File: config.mk
export PLATFORM = sky130hd
export DESIGN_NAME = cordic_lane_sequencer
export DESIGN_NICKNAME = d
export VERILOG_FILES = /design/src/rtl/cordic_pkg.sv /design/src/rtl/lane_capture_buffer.sv /design/src/rtl/cordic_lane_sequencer.sv
export SDC_FILE = /design/constraint.sdc
export NUM_CORES = 1
export LEC_CHECK = 0
export CORE_MARGIN = 2
export CORE_UTILIZATION = 45
export DETAILED_ROUTE_END_ITERATION = 10
export PLACE_DENSITY = 0.85
export SYNTH_ARGS = -nofsm -noshare
export SYNTH_HDL_FRONTEND = slang
export SYNTH_SLANG_ARGS = --single-unit
export TNS_END_PERCENT = 20
File: constraint.sdc
create_clock -name clk -period 5.6 [get_ports clk]
set_input_delay 1.4 -clock clk [delete_from_list [all_inputs] [get_ports clk]]
set_output_delay 1.4 -clock clk [all_outputs]
set_load 0.02 [all_outputs]
File: src/rtl/cordic_pkg.sv
// Shared widths, FSM encodings and channel-count bounds for the CORDIC lane sequencer.
package cordic_pkg;

    localparam int CDW_DEFAULT    = 22;
    localparam int FDW_DEFAULT    = 32;
    localparam int NUM_CH_DEFAULT = 2;
    localparam int NUM_CH_MIN     = 2;
    localparam int NUM_CH_MAX     = 16;

    typedef enum logic [1:0] {
        ST_IDLE  = 2'd0,
        ST_ISSUE = 2'd1,
        ST_DRAIN = 2'd2
    } seq_state_t;

endpackage

File: src/rtl/lane_capture_buffer.sv
// Holds one burst of per-channel targets and squares; written in one shot, read by channel index.
module lane_capture_buffer
    import cordic_pkg::*;
#(
    parameter int NUM_CH = NUM_CH_DEFAULT,
    parameter int CDW    = CDW_DEFAULT,
    parameter int FDW    = FDW_DEFAULT,
    parameter int CH_W   = $clog2(NUM_CH)
) (
    input  logic                  clk,
    input  logic                  capture,
    input  logic [NUM_CH*CDW-1:0] values,
    input  logic [NUM_CH*FDW-1:0] squares,
    input  logic [CH_W-1:0]       rd_index,
    output logic [CDW-1:0]        rd_target,
    output logic [FDW-1:0]        rd_square
);

    logic [CDW-1:0] target_mem [NUM_CH];
    logic [FDW-1:0] square_mem [NUM_CH];

    // Pure data storage, so no reset: contents are only read after a capture.
    always_ff @(posedge clk) begin
        if (capture) begin
            for (int i = 0; i < NUM_CH; i++) begin
                target_mem[i] <= values[i*CDW +: CDW];
                square_mem[i] <= squares[i*FDW +: FDW];
            end
        end
    end

    assign rd_target = target_mem[rd_index];
    assign rd_square = square_mem[rd_index];

endmodule

File: src/rtl/cordic_lane_sequencer.sv
// Serialises a burst of NUM_CH operands into a shared CORDIC pipeline and tags in-order returns.
// Optional macro CORDIC_SEQ_COLLECT_EN gathers each burst's results onto out_bus.
module cordic_lane_sequencer
    import cordic_pkg::*;
#(
    parameter int CORDIC_DATA_WIDTH = CDW_DEFAULT,
    parameter int FLOAT_DATA_WIDTH  = FDW_DEFAULT,
    parameter int NUM_CH            = NUM_CH_DEFAULT,
    parameter int CH_W              = $clog2(NUM_CH)
) (
    input  logic                                clk,
    input  logic                                rst,
    input  logic                                clk_en,
    input  logic                                start,
    input  logic [NUM_CH*CORDIC_DATA_WIDTH-1:0] in_values,
    input  logic [NUM_CH*FLOAT_DATA_WIDTH-1:0]  in_squares,
    output logic                                ready,
    output logic                                issue_valid,
    output logic [CORDIC_DATA_WIDTH-1:0]        issue_target,
    output logic [FLOAT_DATA_WIDTH-1:0]         issue_square,
    output logic [CH_W-1:0]                     issue_tag,
    input  logic                                ret_valid,
    input  logic [CORDIC_DATA_WIDTH-1:0]        ret_result,
    input  logic [FLOAT_DATA_WIDTH-1:0]         ret_squared,
    output logic                                out_valid,
    output logic [CORDIC_DATA_WIDTH-1:0]        out_result,
    output logic [FLOAT_DATA_WIDTH-1:0]         out_squared,
    output logic [CH_W-1:0]                     out_ch,
    output logic                                done,
    output logic                                err,
    output logic [NUM_CH*CORDIC_DATA_WIDTH-1:0] out_bus
);

    localparam int CDW = CORDIC_DATA_WIDTH;
    localparam int FDW = FLOAT_DATA_WIDTH;
    localparam int OW  = $clog2(NUM_CH + 1);
    localparam logic [CH_W-1:0] LAST_CH = CH_W'(NUM_CH - 1);

    seq_state_t      state, state_nxt;
    logic [CH_W-1:0] index, index_nxt;
    logic [OW-1:0]   outstanding;
    logic [CH_W-1:0] ret_cnt;
    logic            accept, issue_fire, ret_accept, ret_stray;
    logic [CDW-1:0]  buf_target, sel_target;
    logic [FDW-1:0]  buf_square, sel_square;

    lane_capture_buffer #(
        .NUM_CH (NUM_CH),
        .CDW    (CDW),
        .FDW    (FDW),
        .CH_W   (CH_W)
    ) u_capture (
        .clk       (clk),
        .capture   (accept),
        .values    (in_values),
        .squares   (in_squares),
        .rd_index  (index),
        .rd_target (buf_target),
        .rd_square (buf_square)
    );

    assign ready      = (state == ST_IDLE) && (outstanding == '0);
    assign ret_accept = ret_valid && (outstanding != '0);
    assign ret_stray  = ret_valid && (outstanding == '0);

    // Channel 0 goes out on the accepting edge straight from the inputs; the buffer serves the rest.
    always_comb begin
        state_nxt  = state;
        index_nxt  = index;
        accept     = 1'b0;
        issue_fire = 1'b0;
        sel_target = buf_target;
        sel_square = buf_square;
        case (state)
            ST_IDLE: begin
                if (start && clk_en && ready) begin
                    accept     = 1'b1;
                    issue_fire = 1'b1;
                    sel_target = in_values[CDW-1:0];
                    sel_square = in_squares[FDW-1:0];
                    index_nxt  = CH_W'(1);
                    state_nxt  = ST_ISSUE;
                end
            end
            ST_ISSUE: begin
                if (clk_en) begin
                    issue_fire = 1'b1;
                    if (index == LAST_CH) begin
                        index_nxt = '0;
                        state_nxt = ST_DRAIN;
                    end else begin
                        index_nxt = index + CH_W'(1);
                    end
                end
            end
            ST_DRAIN: begin
                if ((outstanding == '0) || ((outstanding == OW'(1)) && ret_accept))
                    state_nxt = ST_IDLE;
            end
            default: state_nxt = ST_IDLE;
        endcase
    end

    always_ff @(posedge clk or posedge rst) begin
        if (rst) begin
            state <= ST_IDLE;
            index <= '0;
        end else begin
            state <= state_nxt;
            index <= index_nxt;
        end
    end

    always_ff @(posedge clk or posedge rst) begin
        if (rst) begin
            outstanding <= '0;
        end else begin
            case ({issue_fire, ret_accept})
                2'b10:   outstanding <= outstanding + OW'(1);
                2'b01:   outstanding <= outstanding - OW'(1);
                default: outstanding <= outstanding;
            endcase
        end
    end

    // Issue stage: registered feed into the external pipeline.
    always_ff @(posedge clk or posedge rst) begin
        if (rst) begin
            issue_valid  <= 1'b0;
            issue_target <= '0;
            issue_square <= '0;
            issue_tag    <= '0;
        end else begin
            issue_valid <= issue_fire;
            if (issue_fire) begin
                issue_target <= sel_target;
                issue_square <= sel_square;
                issue_tag    <= index;
            end
        end
    end

    // Return stage: independent of clk_en so the pipeline never backs up.
    always_ff @(posedge clk or posedge rst) begin
        if (rst) begin
            out_valid   <= 1'b0;
            out_result  <= '0;
            out_squared <= '0;
            out_ch      <= '0;
            done        <= 1'b0;
            ret_cnt     <= '0;
            err         <= 1'b0;
        end else begin
            out_valid <= ret_accept;
            done      <= ret_accept && (ret_cnt == LAST_CH);
            err       <= err | ret_stray;
            if (ret_accept) begin
                out_result  <= ret_result;
                out_squared <= ret_squared;
                out_ch      <= ret_cnt;
                ret_cnt     <= (ret_cnt == LAST_CH) ? '0 : ret_cnt + CH_W'(1);
            end
        end
    end

`ifdef CORDIC_SEQ_COLLECT_EN
    logic [NUM_CH*CDW-1:0] collect;

    always_ff @(posedge clk or posedge rst) begin
        if (rst) begin
            collect <= '0;
        end else if (ret_accept) begin
            for (int i = 0; i < NUM_CH; i++) begin
                if (ret_cnt == CH_W'(i))
                    collect[i*CDW +: CDW] <= ret_result;
            end
        end
    end

    assign out_bus = collect;
`else
    assign out_bus = '0;
`endif

endmodule

==> flow_summary_export.csv, run 1 <==
group,metric,value,unit
synth,synth_mux_area_frac,0.130,
pwr,p_total,6900,uW
drt,avgRoutedWirePerCell,19.3,um
sta,finalSetupViolCount,0,
cells_and_area,final_layout_size_suffix_gt1_frac,0.136,
drt,routed_via_density,4.97,
drt,drtAntennaViolNets,0,
clocking,htree_levels,1,
synth,synth_top_family_by_area,"multiplexers",
die,pin_count,326,
worst_setup_path,worst-path-max-fanout,6,
clocking,cts_num_sinks,228,
drt,first_pass_iters,4,
synth,synth-compound-area-share,0.0718,
clocking,numCtsBuffers,26,
sta,hold_viol_final,0,
die,die_y,146,um
drt,vias,5569,
hold_path,hold_class,"reg -> reg",
global_route,overflow,0,
global_route,grt_first_pass_wirelength,33600,um
synth,synth_edf_count,108,
cells_and_area,instances_no_fill,1121,
cells_and_area,seq_area,6250,sq um
clocking,clockBufferDepth,3,
die,core,19600,sq um
synth,yosysWarningCount,0,
clocking,clkLatencyLatePin,0.52,ns
place,post_dp_cell_area,11800,sq um
synth,synth-simple-area-share,0.0348,
sta,timing.slew.headroom,0.317,
drt,routed_wl,21600,um
synth,synth_cell_type_count,31,
synth,synth_adder_area_share,0.00416,
sta,clock_skew,0.0146,ns
place,dp_cells,1071,
drt,drc,0,
place,hpwlAfterDp,14100,um
cells_and_area,nFillCells,1358,
sta,max_freq,273,MHz
synth,avgSynthCellArea,16.4,sq um
sta,tns,0,ns
cells_and_area,fin_nets,1004,
die,die_x,146,um
worst_setup_path,arrival,2.27,ns
place,port_buffers,281,
place,routabilityCongestion,0.761,
sta,worstMarginPinSlew,1.02,ns
cells_and_area,final_area,12700,sq um
die,die_area,21200,sq um
clocking,post_cts_resize_count,0,
sta,rsz0062_at_grt,"no",
run_status,status,"finished clean",
sta,fin_crit,3.67,ns
synth,synth_cells,551,
clocking,root_buffer,"clkbuf_16",
cells_and_area,most-common-layout-cells,"clkdlybuf4s50_1, dfrtp_1, edfxtp_1, nand2_1, mux2_2",
worst_setup_path,crit_type,"reg -> out",
worst_setup_path,start_kind,"flip-flop",
synth,synthArstFlopShare,0.526,
die,start_util,0.461,
die,rows,51,
clocking,post_cts_buffers,0,
worst_setup_path,required,4.20,ns
cells_and_area,layout-area-overhead-vs-synth,40.6,%
synth,synth-seq-area-share,0.692,
cells_and_area,layout_commonest_cell,"clkdlybuf4s50_1",
cells_and_area,multi_input_area,2370,sq um
clocking,cts.hold.buffers_added,0,
synth,netlist_area,9030,sq um
clocking,cts_tree,"done",
pwr,peakVddDrop,397,uV
synth,synth_flop_cell,"dfrtp_1",
global_route,grt_pass1_vias,6005,
global_route,grt_util_all_layers,0.200,
drt,drtIter0Drc,246,
global_route,grt_max_degree,76,
pwr,power_density,544,nW/um^2
sta,slew_viol_final,0,
global_route,antenna_found_initial,2,
synth,yosys.area_share.xor_xnor,0.00291,
pwr,power.leakage,0.00495,uW
clocking,clk_pin_slew,0.06,ns
sta,min_period_over_period,0.655,
job,max_cap_viol_count,0,
synth,yosys_register_bits,228,
worst_setup_path,crit_path_end_kind,"output port",
## path summary, 6_finish.rpt
kind | end | cells past startpoint | slack (ns) | startpoint
min reg2reg | err$_DFF_PP0_ | 1 | 0.48 | err$_DFF_PP0_
max reg2reg | u_capture.square_mem[0][1]$_DFFE_PP_ | 6 | 2.63 | outstanding[0]$_DFFE_PP0P_
max | ready | 4 | 1.93 | outstanding[0]$_DFFE_PP0P_
max in group asynchronous | issue_square[15]$_DFFE_PP0P_ | 3 | 3.31 | rst
min | err$_DFF_PP0_ | 1 | 0.48 | err$_DFF_PP0_
min in group asynchronous | issue_target[10]$_DFFE_PP0P_ | 2 | 1.45 | rst
## worst max-delay path, stage by stage (launching register included)
cell and delay, ns:
dfrtp_1 0.40, inv_1 0.07, ha_1 0.33, nor3b_1 0.27, clkdlybuf4s50_1 0.68
## per-stage QoR
stage / hold WS [ns] / utilization / setup WS (ns)
final: 0.479 / 0.648 / 1.93
after global routing: 0.515 / 0.648 / 1.81
after CTS: 0.488 / 0.648 / 1.87
after detailed placement: 0.475 / 0.605 / 1.53
after global placement: 0.439 / 0.605 / 1.63
after floorplan: 0.449 / - / 1.01
## sequential cells by signal (all words and copies together), names as in the netlist
register,count
out_squared,32
issue_square,32
out_ch,1
u_capture.target_mem,44
index,1
issue_target,22
state,2
issue_valid,1
done,1
err,1
out_result,22
out_valid,1
issue_tag,1
outstanding,2
u_capture.square_mem,64
ret_cnt,1
## Yosys cell counts (2+ instances only)
cell type    n  area (sq um)
nand2_1     57           214
mux2_2      56           631
buf_2       12          60.1
mux2i_1     54           541
buf_4       49           368
o21ai_0      2          10.0
dfrtp_1    120          3000
edfxtp_1   108          3240
inv_1        4          15.0
nand3b_1     2          15.0
o221a_2      5          56.3
o221a_1     48           541
buf_6       12           135
xnor2_1      2          17.5
nor2b_1      2          12.5
ha_1         3          37.5
## per-layer routing
metal,track usage,share of wire,up-vias
met3,0.0708,0.092,48
met2,0.340,0.50,262
li1,-,-,2539
met1,0.238,0.38,2720
met5,0,0,-
met4,0.0657,0.029,0
## where the power goes
group	leakage, uW	internal (uW)	total [uW]	switching, uW
combinational	0.00219	1370	2600	1230
sequential	0.00235	2300	2660	364
clock	0.000419	984	1640	661
total	0.00495	4650	6900	2250
## cell type report
class	count	area share
clock inverters	16	0.0112
inverters	5	0.00207
well taps	265	0.0261
multi-input cells	288	0.187
clock buffers	32	0.0554
repair buffers	285	0.226
diodes	2	0.000394
flip-flops and latches	228	0.492
## logic make-up after synthesis
logic type	after synthesis
adders and majority gates	3
muxes	110
xor gates and xnor gates	3
and+or+nand+nor	69
AOI/OAI and AO/OA	59
other	1
buffers and inverters	78
DFF	228
Note: power is estimated with default switching activity, not from simulation.
==> run 2, diff against run 1 <==
--- a/config.mk
+++ b/config.mk
@@ -6,9 +6,9 @@
 export NUM_CORES = 1
 export LEC_CHECK = 0
 export CORE_MARGIN = 2
-export CORE_UTILIZATION = 45
+export CORE_UTILIZATION = 41
 export DETAILED_ROUTE_END_ITERATION = 10
-export PLACE_DENSITY = 0.85
+export PLACE_DENSITY = 0.81
 export SYNTH_ARGS = -nofsm -noshare
 export SYNTH_HDL_FRONTEND = slang
 export SYNTH_SLANG_ARGS = --single-unit
==> constraint.sdc (replaced) <==
create_clock -name clk -period 3.37 [get_ports clk]
set_input_delay 0.8425 -clock clk [delete_from_list [all_inputs] [get_ports clk]]
set_output_delay 0.8425 -clock clk [all_outputs]
set_load 0.02 [all_outputs]
==> run 2 against run 1 <==
Cell count up 1.7%. Via count up 0.95%. Non-clock buffer count up 8. Critical endpoint unchanged.
==> flow_summary_export.csv, run 2 (synthesis results as in run 1) <==
group,metric,value,unit
cells_and_area,largest_registers,"u_capture.square_mem: 64 flops, u_capture.target_mem: 44 flops",
hold_path,worstHoldStart,"err$_DFF_PP0_",
cells_and_area,instances_no_fill,1140,
job,max_cap_viol_count,0,
worst_setup_path,worst-path-max-fanout,6,
sta,rsz0062_at_grt,"no",
drt,first_pass_iters,4,
cells_and_area,final_layout_size_suffix_gt1_frac,0.144,
clocking,post_cts_buffers,0,
drt,drtAntennaViolNets,0,
global_route,grt_util_all_layers,0.181,
worst_setup_path,cp_num_buf_inv,2,
clocking,clkLatencyLatePin,0.51,ns
worst_setup_path,crit_path_end_kind,"output port",
cells_and_area,diodes,0,
global_route,overflow,0,
sta,max_freq,325,MHz
clocking,cts.hold.buffers_added,0,
sta,worstMarginPinSlew,0.740,ns
pwr,power_density,910,nW/um^2
place,port_buffers,281,
sta,tns,0,ns
place,hpwlAfterDp,14400,um
drt,drtIter0Drc,180,
drt,avgRoutedWirePerCell,19.2,um
drt,routed_wl,21800,um
pwr,peakVddDrop,624,uV
die,start_util,0.416,
worst_setup_path,crit_type,"reg -> out",
worst_setup_path,required,2.53,ns
run_status,status,"finished clean",
cells_and_area,most-common-layout-cells,"clkdlybuf4s50_1, dfrtp_1, edfxtp_1, nand2_1, mux2_2",
worst_setup_path,cp_top_family,"buffers and inverters",
global_route,grt_first_pass_wirelength,33600,um
cells_and_area,layout_commonest_cell,"clkdlybuf4s50_1",
die,die_x,152,um
sta,min_period_over_period,0.913,
sta,slew_viol_final,0,
drt,routed_via_density,4.93,
die,rows,54,
clocking,cts_tree,"done",
worst_setup_path,r2r_cells,6,
worst_setup_path,max_stage_delay,0.67,ns
global_route,antenna_found_initial,0,
hold_path,worstHoldEndpoint,"err$_DFF_PP0_",
clocking,clk_pin_slew,0.06,ns
cells_and_area,fin_nets,1011,
cells_and_area,layout-area-overhead-vs-synth,42.4,%
sta,timing.slew.headroom,0.507,
worst_setup_path,path_cells,"inv_1 -> ha_1 -> nor3b_1 -> clkdlybuf4s50_1",
place,routabilityCongestion,0.747,
pwr,power.leakage,0.00500,uW
place,place_ws,0.693,ns
sta,clock_skew,0.0101,ns
drt,vias,5622,
die,die_area,23200,sq um
clocking,htree_levels,1,
die,pin_count,326,
sta,final.setup.worst_slack,0.295,ns
place,dp_cells,1094,
clocking,clockBufferDepth,3,
global_route,grt_pass1_vias,5980,
sta,fin_crit,3.08,ns
worst_setup_path,start_kind,"flip-flop",
drt,drc,0,
worst_setup_path,slowest_stage,"clkdlybuf4s50_1",
die,die_y,152,um
hold_path,min_path_cells,1,
cells_and_area,largest-register,"u_capture.square_mem",
clocking,cts_num_sinks,228,
worst_setup_path,crit_cells,4,
worst_setup_path,regToRegEndpoint,"u_capture.square_mem[0][6]$_DFFE_PP_",
clocking,root_buffer,"clkbuf_16",
die,core,21700,sq um
sta,hold_viol_final,0,
clocking,numCtsBuffers,25,
clocking,post_cts_resize_count,0,
hold_path,hold_class,"reg -> reg",
cells_and_area,largest_reg_flops,64,
worst_setup_path,regToRegSetupSlack,1.29,ns
global_route,grt_max_degree,121,
worst_setup_path,arrival,2.23,ns
worst_setup_path,rr_startpoint,"outstanding[0]$_DFFE_PP0P_",
sta,finalSetupViolCount,0,
run 2: metal layers:
layer  routed length (um)  up-vias  share of wire  GRT usage
li1                     -     2546              -          -
met1                 8780     2789           0.40      0.221
met2                10600      254           0.49      0.312
met3                 1980       33          0.091     0.0626
met4                  450        0          0.021     0.0423
met5                    0        -              0          0
run 2: per-stage QoR:
step	hold WS [ns]	total power, uW	util	instance area, sq um
after floorplan	0.449	6880	-	9200
after global placement	0.446	8730	0.552	12000
after detailed placement	0.447	8840	0.552	12000
after CTS	0.463	11800	0.593	12900
after global routing	0.487	12200	0.593	12900
final	0.456	11700	0.593	12900
run 2: final cells by class:
| cell class | instances | area [sq um] |
|---|---|---|
| fill | 1648 | 8830 |
| sequential | 228 | 6250 |
| multi-input combinational | 288 | 2370 |
| inverter | 5 | 27.5 |
| tap | 280 | 350 |
| timing repair buffer | 293 | 2980 |
| clock inverter | 15 | 219 |
| clock buffer | 31 | 668 |
run 2: power breakdown:
group          internal [uW]  total (uW)  leakage, uW  switching, uW
Combinational           2330        4410      0.00224           2080
Sequential              3810        4370      0.00235            552
Clock                   1800        2920     0.000417           1120
Total                   7940       11700      0.00500           3760
run 2: worst max-delay path by stage:
stage                                     from  slack (ns)                                    to
floorplan                               clk_en       -0.40  u_capture.square_mem[0][0]$_DFFE_PP_
global placement                        clk_en        0.71           issue_target[3]$_DFFE_PP0P_
detailed placement                      clk_en        0.69          issue_square[15]$_DFFE_PP0P_
CTS                 outstanding[0]$_DFFE_PP0P_        0.25                                 ready
global route        outstanding[0]$_DFFE_PP0P_        0.17                                 ready
finish              outstanding[0]$_DFFE_PP0P_        0.29                                 ready
==> run 3, diff against run 2 <==
==> constraint.sdc (replaced) <==
create_clock -name clk -period 3.37 [get_ports clk]
set_input_delay 0.337 -clock clk [delete_from_list [all_inputs] [get_ports clk]]
set_output_delay 0.337 -clock clk [all_outputs]
set_load 0.02 [all_outputs]
==> run 3 against run 2 <==
Wire length shrank 0.46%. Clock-buffer cell count rose by 10. Register-to-register slack got worse by 0.09 ns. Clock power decreased by 9.9%. Fmax up 20%. Cell count shrank 0.53%. Sequential cell count unchanged. Global-route usage increased by 0.26 points. Sequential share of layout area grew 0.63 points. First-iteration DRC count rose by 26%. Total power is 2.6% lower.
==> flow_summary_export.csv, run 3 (synthesis results as in run 1) <==
group,metric,value,unit
place,hpwlAfterDp,14000,um
pwr,p_total,11400,uW
die,pin_count,326,
drt,routedLengthMet1,8420,um
sta,finalSetupViolCount,0,
cells_and_area,largest_registers,"u_capture.square_mem: 64 flops, u_capture.target_mem: 44 flops",
drt,drtIter0Drc,227,
die,die_y,152,um
sta,rsz0062_at_grt,"no",
place,port_buffers,281,
cells_and_area,instances_no_fill,1134,
global_route,grt_util_all_layers,0.184,
worst_setup_path,regToRegSetupSlack,1.20,ns
clocking,clk_pin_slew,0.06,ns
drt,routed_wl,21700,um
clocking,cts.hold.buffers_added,0,
sta,timing.slew.headroom,0.269,
clocking,cts_tree,"done",
die,die_area,23200,sq um
worst_setup_path,start_kind,"flip-flop",
pwr,power.switching,3710,uW
clocking,htree_levels,1,
cells_and_area,largest_reg_flops,64,
worst_setup_path,rr_startpoint,"outstanding[0]$_DFFE_PP0P_",
cells_and_area,final_layout_size_suffix_gt1_frac,0.131,
pwr,power_density,898,nW/um^2
cells_and_area,diodes,0,
drt,avgRoutedWirePerCell,19.2,um
worst_setup_path,regToRegEndpoint,"u_capture.target_mem[1][0]$_DFFE_PP_",
clocking,post_cts_resize_count,0,
worst_setup_path,r2r_cells,6,
worst_setup_path,slowest_stage,"clkdlybuf4s50_1",
worst_setup_path,cp_num_buf_inv,2,
clocking,root_buffer,"clkbuf_16",
cells_and_area,nFillCells,1667,
clocking,clkLatencyLatePin,0.51,ns
sta,clock_skew,0.0113,ns
sta,slew_viol_final,0,
run_status,status,"finished clean",
cells_and_area,most-common-layout-cells,"clkdlybuf4s50_1, dfrtp_1, edfxtp_1, nand2_1, mux2_2",
worst_setup_path,worstSetupEndpoint,"ready",
pwr,internal_power,7690,uW
place,dp_cells,1088,
pwr,power.leakage,0.00493,uW
die,core,21700,sq um
sta,hold-worst-slack,0.179,ns
drt,routed_via_density,4.97,
global_route,grt_pass1_vias,6138,
drt,drc,0,
worst_setup_path,cp_top_family,"buffers and inverters",
pwr,peakVddDrop,687,uV
worst_setup_path,startpoint,"outstanding[0]$_DFFE_PP0P_",
sta,final.setup.worst_slack,0.817,ns
cells_and_area,largest-register,"u_capture.square_mem",
sta,worstMarginPinSlew,1.10,ns
place,place_ws,1.10,ns
pwr,p_sw_frac,0.326,
global_route,grt_first_pass_wirelength,34100,um
cells_and_area,layout-area-overhead-vs-synth,40.6,%
clocking,cts_num_sinks,228,
clocking,numCtsBuffers,25,
clocking,clockBufferDepth,3,
cells_and_area,fin_nets,1005,
pwr,p_clk_frac,0.231,
sta,fin_crit,2.55,ns
worst_setup_path,arrival,2.22,ns
global_route,overflow,0,
worst_setup_path,crit_type,"reg -> out",
sta,max_freq,392,MHz
job,max_cap_viol_count,0,
pwr,seq_power_share,0.389,
sta,hold_viol_final,0,
global_route,grt_max_degree,110,
drt,drtAntennaViolNets,0,
worst_setup_path,worst-path-max-fanout,6,
die,die_x,152,um
die,rows,54,
worst_setup_path,required,3.03,ns
worst_setup_path,crit_path_end_kind,"output port",
drt,vias,5637,
worst_setup_path,crit_cells,4,
pwr,comb_power_share,0.381,
worst_setup_path,max_stage_delay,0.66,ns
cells_and_area,layout_commonest_cell,"clkdlybuf4s50_1",
drt,wl_met3,2150,um
drt,wl_met2,10600,um
worst_setup_path,path_cells,"inv_1 -> ha_1 -> nor3b_1 -> clkdlybuf4s50_1",
place,routabilityCongestion,0.736,
drt,highest_layer,"met4",
global_route,antenna_found_initial,0,
die,start_util,0.416,
clocking,post_cts_buffers,0,
drt,first_pass_iters,4,
hold_path,hold_class,"in -> async",
sta,min_period_over_period,0.758,
run 3: worst min path at each step:
stage	startpoint	to	slack [ns]
2_1_floorplan	in_squares[0]	u_capture.square_mem[0][0]$_DFFE_PP_	0.44
3_3_place_gp	err$_DFF_PP0_	err$_DFF_PP0_	0.45
3_5_place_dp	err$_DFF_PP0_	err$_DFF_PP0_	0.45
4_1_cts	rst	out_squared[27]$_DFFE_PP0P_	0.18
5_1_grt	rst	out_squared[27]$_DFFE_PP0P_	0.21
6_report	rst	out_squared[27]$_DFFE_PP0P_	0.18
run 3: area by class of cell:
| class | instances | area (sq um) | share of cell area |
|---|---|---|---|
| well taps | 280 | 350 | 0.0276 |
| flip-flops and latches | 228 | 6250 | 0.492 |
| inverters | 5 | 27.5 | 0.00217 |
| multi-input cells | 288 | 2370 | 0.187 |
| clock inverters | 5 | 57.6 | 0.00453 |
| clock buffers | 41 | 736 | 0.0579 |
| repair buffers | 287 | 2910 | 0.229 |
run 3: routing by layer:
| metal | global-route usage | vias up |
|---|---|---|
| li1 | - | 2527 |
| met1 | 0.224 | 2796 |
| met2 | 0.310 | 279 |
| met3 | 0.0629 | 35 |
| met4 | 0.0578 | 0 |
| met5 | 0 | - |
run 3: power groups by stage:
stage / Clock, uW / Combinational (uW) / Sequential (uW)
2_1_floorplan: 0 / 1800 / 5070
3_3_place_gp: 0 / 4300 / 4430
3_5_place_dp: 0 / 4370 / 4470
4_1_cts: 2700 / 4400 / 4440
5_1_grt: 2800 / 4600 / 4540
6_report: 2630 / 4340 / 4430
run 3: through the flow:
stage	TNS, ns	instance area (sq um)	util
3_5_place_dp	0	11900	0.549
3_3_place_gp	0	11900	0.549
2_1_floorplan	-18.34	9200	-
4_1_cts	0	12700	0.585
5_1_grt	0	12700	0.585
6_report	0	12700	0.585
